## src/rtl/controlador_interrupciones_pkg.sv

```systemverilog
// Shared constants for the interrupt controller: E/S register offsets,
// FSM state encoding, interrupt code width and the ESTADO register packing.
package controlador_interrupciones_pkg;

   localparam int ANCHO_CODIGO = 3;
   localparam logic [ANCHO_CODIGO-1:0] CODIGO_NINGUNA = 3'b000;

   // Register offsets inside the 4-register E/S window
   localparam logic [1:0] OFF_MASCARA    = 2'd0;
   localparam logic [1:0] OFF_PENDIENTES = 2'd1;
   localparam logic [1:0] OFF_ESTADO     = 2'd2;
   localparam logic [1:0] OFF_FIN        = 2'd3;

   // FSM state encoding
   localparam logic [1:0] REPOSO      = 2'd0;
   localparam logic [1:0] PRESENTANDO = 2'd1;
   localparam logic [1:0] SERVICIO    = 2'd2;

   // ESTADO layout: [7] presentando, [6] en_servicio, [2:0] code being handled
   function automatic logic [7:0] empaquetar_estado(input logic [1:0]              estado,
                                                    input logic [ANCHO_CODIGO-1:0] codigo);
      return {(estado == PRESENTANDO), (estado == SERVICIO), 3'b000, codigo};
   endfunction

endpackage

```

## src/rtl/controlador_interrupciones_prioridad.sv

```systemverilog
// Fixed-priority encoder: bit 0 is the most urgent request. Produces the
// interrupt code (index + 1) and a valid flag; code 000 means "none".
module codificador_prioridad
   import controlador_interrupciones_pkg::*;
(
   input  logic [6:0]              i_solicitudes,
   output logic [ANCHO_CODIGO-1:0] o_codigo,
   output logic                    o_valido
);

   // Scan from the least urgent line down so the lowest index wins
   always_comb begin
      o_codigo = CODIGO_NINGUNA;
      o_valido = 1'b0;
      for (int k = 6; k >= 0; k--) begin
         if (i_solicitudes[k]) begin
            o_codigo = ANCHO_CODIGO'(k + 1);
            o_valido = 1'b1;
         end
      end
   end

endmodule

```

## src/rtl/controlador_interrupciones.sv

```systemverilog
// Interrupt controller on the requesting side of the CPU interrupt interface.
// Synchronises seven request lines, keeps mask/pending registers behind a
// small E/S window and presents one code at a time to the datapath.
//
// Handshake: a nonzero `interrupciones` is the request (valid). It stays
// stable until the control unit pulses `ack` for one cycle (ready); the
// accepted source is then in service and no other code is offered until the
// service routine writes the FIN register (end-of-interrupt).
module controlador_interrupciones
   import controlador_interrupciones_pkg::*;
#(
   parameter int         N_FUENTES = 7,
   parameter logic [6:0] DIR_BASE  = 7'h00
) (
   input  logic                    clk,
   input  logic                    reset,
   input  logic [N_FUENTES-1:0]    irq,
   input  logic                    ack,
   input  logic                    es_activar,
   input  logic                    es_escribir,
   input  logic [6:0]              es_direccion,
   input  logic [7:0]              es_dato_in,
   output logic [7:0]              es_dato_out,
   output logic [ANCHO_CODIGO-1:0] interrupciones
);

   logic [N_FUENTES-1:0]    r_sync1;
   logic [N_FUENTES-1:0]    r_sync2;
   logic [N_FUENTES-1:0]    r_sync3;
   logic [N_FUENTES-1:0]    r_pendientes;
   logic [7:0]              r_mascara;
   logic [1:0]              r_estado;
   logic [ANCHO_CODIGO-1:0] r_codigo;
   logic [ANCHO_CODIGO-1:0] r_interrupciones;

   logic                    w_en_ventana;
   logic [1:0]              w_offset;
   logic                    w_escritura;
   logic                    w_lectura;
   logic                    w_eoi;
   logic                    w_ack_valido;
   logic [N_FUENTES-1:0]    w_flancos;
   logic [N_FUENTES-1:0]    w_w1c;
   logic [N_FUENTES-1:0]    w_borrar_ack;
   logic [N_FUENTES-1:0]    w_solicitudes;
   logic [ANCHO_CODIGO-1:0] w_cand_codigo;
   logic                    w_cand_valido;
   logic [7:0]              w_estado_reg;

   // Address decode: the window is selected by the upper five address bits
   assign w_en_ventana = (es_direccion[6:2] == DIR_BASE[6:2]);
   assign w_offset     = es_direccion[1:0];
   assign w_escritura  = es_activar & es_escribir & w_en_ventana;
   assign w_lectura    = es_activar & ~es_escribir & w_en_ventana;
   assign w_eoi        = w_escritura & (w_offset == OFF_FIN);

   // Only the presented source may be acknowledged; stale acks are dropped
   assign w_ack_valido = ack & (r_estado == PRESENTANDO);
   assign w_borrar_ack = w_ack_valido ? (N_FUENTES'(1) << (r_codigo - 3'd1))
                                      : '0;

   // A request is a 0->1 transition seen after synchronisation
   assign w_flancos = r_sync2 & ~r_sync3;
   assign w_w1c     = (w_escritura && (w_offset == OFF_PENDIENTES))
                      ? es_dato_in[N_FUENTES-1:0] : '0;

   // Candidates need their own enable and the global enable (mask bit 7)
   assign w_solicitudes = r_pendientes & r_mascara[N_FUENTES-1:0]
                          & {N_FUENTES{r_mascara[7]}};

   codificador_prioridad u_prioridad (
      .i_solicitudes (w_solicitudes),
      .o_codigo      (w_cand_codigo),
      .o_valido      (w_cand_valido)
   );

   assign w_estado_reg   = empaquetar_estado(r_estado, r_codigo);
   assign interrupciones = r_interrupciones;

   // Two-flop synchroniser plus a third flop for rising-edge detection
   always_ff @(posedge clk or negedge reset) begin
      if (!reset) begin
         r_sync1 <= '0;
         r_sync2 <= '0;
         r_sync3 <= '0;
      end else begin
         r_sync1 <= irq;
         r_sync2 <= r_sync1;
         r_sync3 <= r_sync2;
      end
   end

   // Pending bits: a new edge wins over both W1C and the ack clear
   always_ff @(posedge clk or negedge reset) begin
      if (!reset) begin
         r_pendientes <= '0;
      end else begin
         r_pendientes <= (r_pendientes & ~w_w1c & ~w_borrar_ack) | w_flancos;
      end
   end

   // Mask register, written through offset 0
   always_ff @(posedge clk or negedge reset) begin
      if (!reset) begin
         r_mascara <= 8'h00;
      end else if (w_escritura && (w_offset == OFF_MASCARA)) begin
         r_mascara <= es_dato_in;
      end
   end

   // Presentation FSM with registered code output; no nesting of services
   always_ff @(posedge clk or negedge reset) begin
      if (!reset) begin
         r_estado         <= REPOSO;
         r_codigo         <= CODIGO_NINGUNA;
         r_interrupciones <= CODIGO_NINGUNA;
      end else begin
         case (r_estado)
            REPOSO: begin
               if (w_cand_valido) begin
                  r_estado         <= PRESENTANDO;
                  r_codigo         <= w_cand_codigo;
                  r_interrupciones <= w_cand_codigo;
               end
            end
            PRESENTANDO: begin
               // Code is frozen here: new requests or mask edits do not move it
               if (ack) begin
                  r_estado         <= SERVICIO;
                  r_interrupciones <= CODIGO_NINGUNA;
               end
            end
            SERVICIO: begin
               if (w_eoi) begin
                  r_estado <= REPOSO;
                  r_codigo <= CODIGO_NINGUNA;
               end
            end
            default: begin
               r_estado         <= REPOSO;
               r_codigo         <= CODIGO_NINGUNA;
               r_interrupciones <= CODIGO_NINGUNA;
            end
         endcase
      end
   end

   // Combinational read mux; anything outside a valid read returns 00
   always_comb begin
      es_dato_out = 8'h00;
      if (w_lectura) begin
         case (w_offset)
            OFF_MASCARA:    es_dato_out = r_mascara;
            OFF_PENDIENTES: es_dato_out = {1'b0, r_pendientes};
            OFF_ESTADO:     es_dato_out = w_estado_reg;
            default:        es_dato_out = 8'h00;
         endcase
      end
   end

endmodule
```

## config.mk

```make
export PLATFORM = sky130hd
export DESIGN_NAME = controlador_interrupciones
export DESIGN_NICKNAME = d
export VERILOG_FILES = /design/src/rtl/controlador_interrupciones_pkg.sv /design/src/rtl/controlador_interrupciones_prioridad.sv /design/src/rtl/controlador_interrupciones.sv
export SDC_FILE = /design/constraint.sdc
export NUM_CORES = 1
export LEC_CHECK = 0
export ABC_AREA = 0
export BUFFER_PORTS_ARGS = -buffer_cell sky130_fd_sc_hd__buf_4
export CORE_AREA = 2 2 55 82
export DETAILED_ROUTE_END_ITERATION = 16
export DIE_AREA = 0 0 57 84
export HOLD_SLACK_MARGIN = 0.05
export PLACE_DENSITY = 0.72
export SYNTH_ARGS = -nofsm -noshare
export SYNTH_HDL_FRONTEND = slang
export SYNTH_SLANG_ARGS = --single-unit
```

## constraint.sdc

```tcl
create_clock -name clk -period 1.55 [get_ports clk]
set_input_delay 0 -clock clk [delete_from_list [all_inputs] [get_ports clk]]
set_output_delay 0 -clock clk [all_outputs]
set_load 0.01 [all_outputs]
```

[Word-level counts from Yosys, hierarchy flattened]
Index checks and enable logic that the tools add are counted.
Word-level totals
  bits of input ports: 27
  word-level logic and storage cells: 71
  register bits: 44
  output and inout bits: 11
Operators by class
  add/sub/neg operators: 1
  shift-type cells: 1
  bitwise gates (word level): 18
  reductions and logical operators: 8
  equality and inequality tests: 8
  multiplexer cells: 27
Operator list (count)
  7-bit AND: 5
  3-bit two-way mux: 10
  8-bit one-hot mux with 3 select lines: 1
  7-bit inverter: 3
  3-bit one-hot mux with 3 select lines: 2
  7-bit two-way mux: 2
  3-bit AND reduction: 3
  8-bit two-way mux: 1
  1-bit two-way mux: 7
  7-bit bitwise OR: 1
  1-bit by 3-bit left shift with 7-bit output (first input constant): 1
  1-bit AND: 6
  2-bit equality test (second input constant): 3
  2-bit two-way mux: 3
  2-bit one-hot mux with 3 select lines: 1
  5-bit zero test: 1
  2-bit by 1-bit equality test with 1-bit output (second input constant): 2
  2-bit zero test: 2
  2-bit inequality test (second input constant): 2
  1-bit inverter: 3
  3-bit by 1-bit subtractor with 3-bit output (second input constant): 1
  1-bit logical AND: 2
  2-bit by 1-bit inequality test with 1-bit output (second input constant): 1

[Depth between registers and ports, before layout]
  depth in word-level cells: 11
  mapped depth: 6
  depth with buffers taken out: 6

[Modules after synthesis]
Synthesis repeated with hierarchy kept, for this count alone.
Unflattened totals
  cells, all modules: 178
  area, all modules: 1976.9 um^2
By module, submodules not included
  controlador_interrupciones: times used 1, area an instance 1906.8 um^2, seq. area each 1101.1 um^2, cells an instance 165
  codificador_prioridad: times used 1, area an instance 70.1 um^2, seq. area each 0.0 um^2, cells an instance 13

[Worst setup path after synthesis]
OpenSTA, ideal clock, no wires.
  kind: register -> register
  start: register r_mascara[7]
  end: register r_codigo[0]
  data arrival time: 1.413 ns
  period minus slack after synthesis: 1.478 ns
  path buffers: 1
  data required time: 1.485 ns
  cell stages (with the launch flop): 7
  slack: 0.072 ns
  setup time: 0.065 ns
  cells stage by stage: dfrtp_1 clkbuf_1 a311o_1 a21oi_1 and2_1 o21ai_0 nand2_1
On the way
  longest elaborated chain between the ends: 10
  elaborated cells on any way between the ends: 19
  classes of those cells: eq/ne (1); mux (16); bitwise (1); reduce/logical (1)
RTL lines
  start: declaration: RTL line controlador_interrupciones.sv:31  | logic [7:0] r_mascara;
  start signal: assignment: RTL line controlador_interrupciones.sv:107  | r_mascara <= es_dato_in;
  7-bit AND *: RTL line controlador_interrupciones.sv:69  | & {N_FUENTES{r_mascara[7]}};
  3-bit two-way mux / 1-bit two-way mux (equally long branches) (7 in series): RTL line controlador_interrupciones_prioridad.sv:16  | if (i_solicitudes[k]) begin
  3-bit two-way mux / 2-bit by 1-bit inequality test with 1-bit output (equally long branches)
  3-bit one-hot mux with 3 select lines / 3-bit AND reduction (equally long branches)
  end signal: assignment: RTL line controlador_interrupciones.sv:122  | r_codigo <= w_cand_codigo;
  end: declaration: RTL line controlador_interrupciones.sv:33  | logic [ANCHO_CODIGO-1:0] r_codigo;
Mark *: on every way between the ends. The rest lies on a longest branch, timed or not. The select of a mux whose other input is x is not followed.
A chain may end at the register's enable or synchronous reset.

[Worst setup path in the final report]
  start: register r_codigo[1]
  end: register r_pendientes[1]
On the way
  longest elaborated chain between the ends: 6
RTL lines
  3-bit by 1-bit subtractor with 3-bit output: RTL line controlador_interrupciones.sv:59  | assign w_borrar_ack = w_ack_valido ? (N_FUENTES'(1) << (r_codigo - 3'd1))
  1-bit by 3-bit left shift with 7-bit output: RTL line controlador_interrupciones.sv:59
  7-bit two-way mux: RTL line controlador_interrupciones.sv:59
  7-bit inverter: RTL line controlador_interrupciones.sv:98  | r_pendientes <= (r_pendientes & ~w_w1c & ~w_borrar_ack) | w_flancos;
  7-bit AND: RTL line controlador_interrupciones.sv:98
  7-bit bitwise OR: RTL line controlador_interrupciones.sv:98
  end signal: assignment: RTL line controlador_interrupciones.sv:98
  end: declaration: RTL line controlador_interrupciones.sv:30  | logic [N_FUENTES-1:0] r_pendientes;
No other way between the ends.

==> summary.md <==
| Metric | Value |
|---|---|
| Ant. Diodes | 0 |
| CP max stage cell | dfrtp_1 |
| Slew Limit Fails | 0 |
| Clock latency on the worst-skew pair | 0.29 ns |
| Clock power share | 0.320 |
| Via count | 1450 |
| End-of-flow core utilization | 0.618 |
| CP Class | flip-flop to flip-flop |
| Hold WC Path Type | input pin to flip-flop |
| Number of port buffers | 37 |
| Async set-reset flop share out of synthesis | 1.00 |
| Worst relative slew slack | 0.643 |
| Initial Util | 0.458 |
| Clock transition at the registers of the reported paths | 0.08 ns |
| Clock root cell | clkbuf_8 |
| Post-synth top area share | 0.582 |
| GRT overflow | 0 |
| Cts bufs inserted | 5 |
| Sw frac | 0.254 |
| Status | finished, final reports clean |
| Vias in the first global route | 1453 |
| Synth Register Bits | 44 |
| Hpwl dp | 2710 um |
| Core box area | 4140 um2 |
| Total net switching power | 664 uW |
| Int Power | 1950 uW |
| TritonCTS clock tree | built |
| # setup viols final | 0 |
| Combinational share of power | 0.188 |
| Slowest stage delay, CP | 0.39 ns |
| Initial antenna violation count | 0 |
| Worst-path maximum fanout | 3 |
| CTS max path bufs | 2 |
| GP Congestion | 0.895 |
| Number of I/O pins | 38 |
| Post-route setup TNS | 0 ns |
| DR DRC count | 0 |
| Req. time, crit path | 1.72 ns |
| Gr busiest metal | met2 |
| FMAX | 0.707 GHz |
| Post-DRT Antenna Nets | 0 |
| Avg Cell Area, Syn | 11.2 um2 |
| Met2 Usage GRT | 0.288 |
| Global router's overall resource usage | 0.175 |
| Post-synthesis sequential area ratio | 0.582 |
| Share of layout cells above drive strength 1 | 0.278 |
| PD cells | 1020 nW/um2 |
| Fin crit period | 1.41 ns |
| Max Cap Viol | 0 |
| Nets | 261 |
| GR Util met1 | 0.214 |
| Peak supply drop | 0.00118 V |
| Critical path endpoint category | flip-flop |
| Yosys cell types | 30 |
| Die area | 4790 um2 |
| CTS H-tree depth | 2 |
| Largest net degree at the start of global routing | 45 |
| Met3 usage | 0.0357 |
| Fin crit share | 0.912 |
| Sink Count | 44 |
| First-pass GRT wire length | 6440 um |
| Filler Cell Count | 365 |
| Dominant cells by area after synthesis | dfrtp_1 (58%), mux2_2 (4.8%), o21ai_0 (4.5%) |
| DR pass1 iterations | 4 |
| Hold_ws | 0.144 ns |
| Vias per cell | 5.18 |
| Die H | 84 um |
| Syn nets | 197 |
| Post-Route WL | 3750 um |
| Final Skew | 0.0101 ns |
| Predominant post-synthesis flop cell | dfrtp_1 |
| RSZ-0062 raised after global routing | yes |
| Cell Rows | 29 |
| WL/cell | 13.4 um |
| Post-synth EDFFs | 0 |
| Layout area overhead | 35.0% |
| Synth area leader | dfrtp_1 |
| CP arrival | 1.58 ns |
| Top-count cell post-synth | dfrtp_1 |
| Critical path cell sequence | nor2_1 > ha_1 > nand2b_1 > o21ai_0 > a21o_1 > o21ai_0 |
| Mapped Cells | 169 |
| Yosys warnings | 0 |
| Syn Std Cell Area | 1890 um2 |
| Sequential power share | 0.492 |
| Drt initial violations | 32 |
| Leakage | 0.00124 uW |
| Final number of hold-violating endpoints | 0 |
| Worst Max-Slew Pin Slew | 0.535 ns |
| CP Launch Type | flip-flop |
| Die W | 57 um |
| Commonest cells in the netlist | dfrtp_1 (44), nor2_1 (19), o21ai_0 (17) |
| Most frequent CP cell | o21ai_0 |
power groups by stage:
stage          logic [uW]  registers [uW]  clock network [uW]
3_5_place_dp          451            1310                   0
2_1_floorplan         272            1290                   0
3_3_place_gp          452            1310                   0
5_1_grt               566            1300                 905
4_1_cts               489            1280                 861
6_report              491            1290                 836
area by class of cell:
type	instances	area (um2)	area share
clock buffer	6	72.6	0.0284
timing repair buffer	60	505	0.198
multi-input combinational	114	754	0.295
tap	46	57.6	0.0225
clock inverter	2	35.0	0.0137
sequential	44	1100	0.431
inverter	8	30.0	0.0117
critical path, delay by kind of cell (launching register included):
family,cells,cell delay [ns]
flip-flops,1,0.39
AND/OR/NAND/NOR,2,0.33
adder cells (fa/ha/maj),1,0.25
AO/OA/AOI/OAI,3,0.32
cell families after synthesis:
group                      count (synthesis)  synth area share
DFF                                       44             0.582
AOI/OAI and AO/OA                         42             0.140
buffers and inverters                     11            0.0218
and+or+nand+nor                           55             0.160
muxes                                     16            0.0899
adders and majority gates                  1           0.00661
worst paths after layout:
path,cells past startpoint,startpoint,slack (ns),endpoint
hold / removal,3,es_escribir,0.14,r_estado[1]$_DFFE_PN0P_
hold reg to reg,0,r_sync1[0]$_DFF_PN0_,0.35,r_sync2[0]$_DFF_PN0_
max in group asynchronous,2,reset,0.95,r_mascara[1]$_DFFE_PN0P_
min in group asynchronous,2,reset,0.23,r_pendientes[0]$_DFF_PN0_
setup / recovery,6,r_codigo[1]$_DFFE_PN0P_,0.14,r_pendientes[1]$_DFF_PN0_
setup reg to reg,6,r_codigo[1]$_DFFE_PN0P_,0.14,r_pendientes[1]$_DFF_PN0_
repair_timing:
| action | in CTS | in global routing |
|---|---|---|
| resized for setup | 0 | 1 |
| endpoints found under the hold margin | 67 | 0 |
| hold buffers | 17 | 0 |
| endpoints found under the setup margin | 0 | 7 |
| setup buffers | 0 | 0 |
layer usage:
| metal | part of all wire | vias to the layer above |
|---|---|---|
| met1 | 0.41 | 680 |
| met4 | 0.037 | 0 |
| li1 | - | 716 |
| met2 | 0.50 | 44 |
| met5 | 0 | - |
| met3 | 0.048 | 10 |
cells in the final DEF (no fill, tap or decap), types with 2 or more instances in the layout:
cell	n
a22o_1	4
and2_1	2
dfrtp_1	44
nor2_1	19
a21o_1	7
clkbuf_8	5
inv_1	8
nor2b_1	2
a32o_1	2
buf_4	42
o21ai_0	17
mux2_2	8
nand2_1	14
dlygate4sd3_1	17
a21oi_1	7
mux2i_1	8
nand2b_1	5
or2_2	2
nor3_1	4
metrics by stage:
| step | area (um2) | setup WS (ns) | total power, uW | std cells |
|---|---|---|---|---|
| final | 2560 | 0.136 | 2610 | 280 |
| after global routing | 2560 | -0.0276 | 2770 | 280 |
| after CTS | 2550 | 0.108 | 2630 | 280 |
| after detailed placement | 2270 | 0.0824 | 1760 | 255 |
| after global placement | 2270 | 0.0911 | 1760 | 255 |
| after floorplan | 1890 | 0.0720 | 1560 | 169 |
flip-flops by register name (all words and copies together), names as in the netlist:
| name | count |
|---|---|
| r_estado | 2 |
| r_sync1 | 7 |
| interrupciones | 3 |
| r_pendientes | 7 |
| r_sync3 | 7 |
| r_mascara | 8 |
| r_sync2 | 7 |
| r_codigo | 3 |
(Power assumes the default switching activity.)
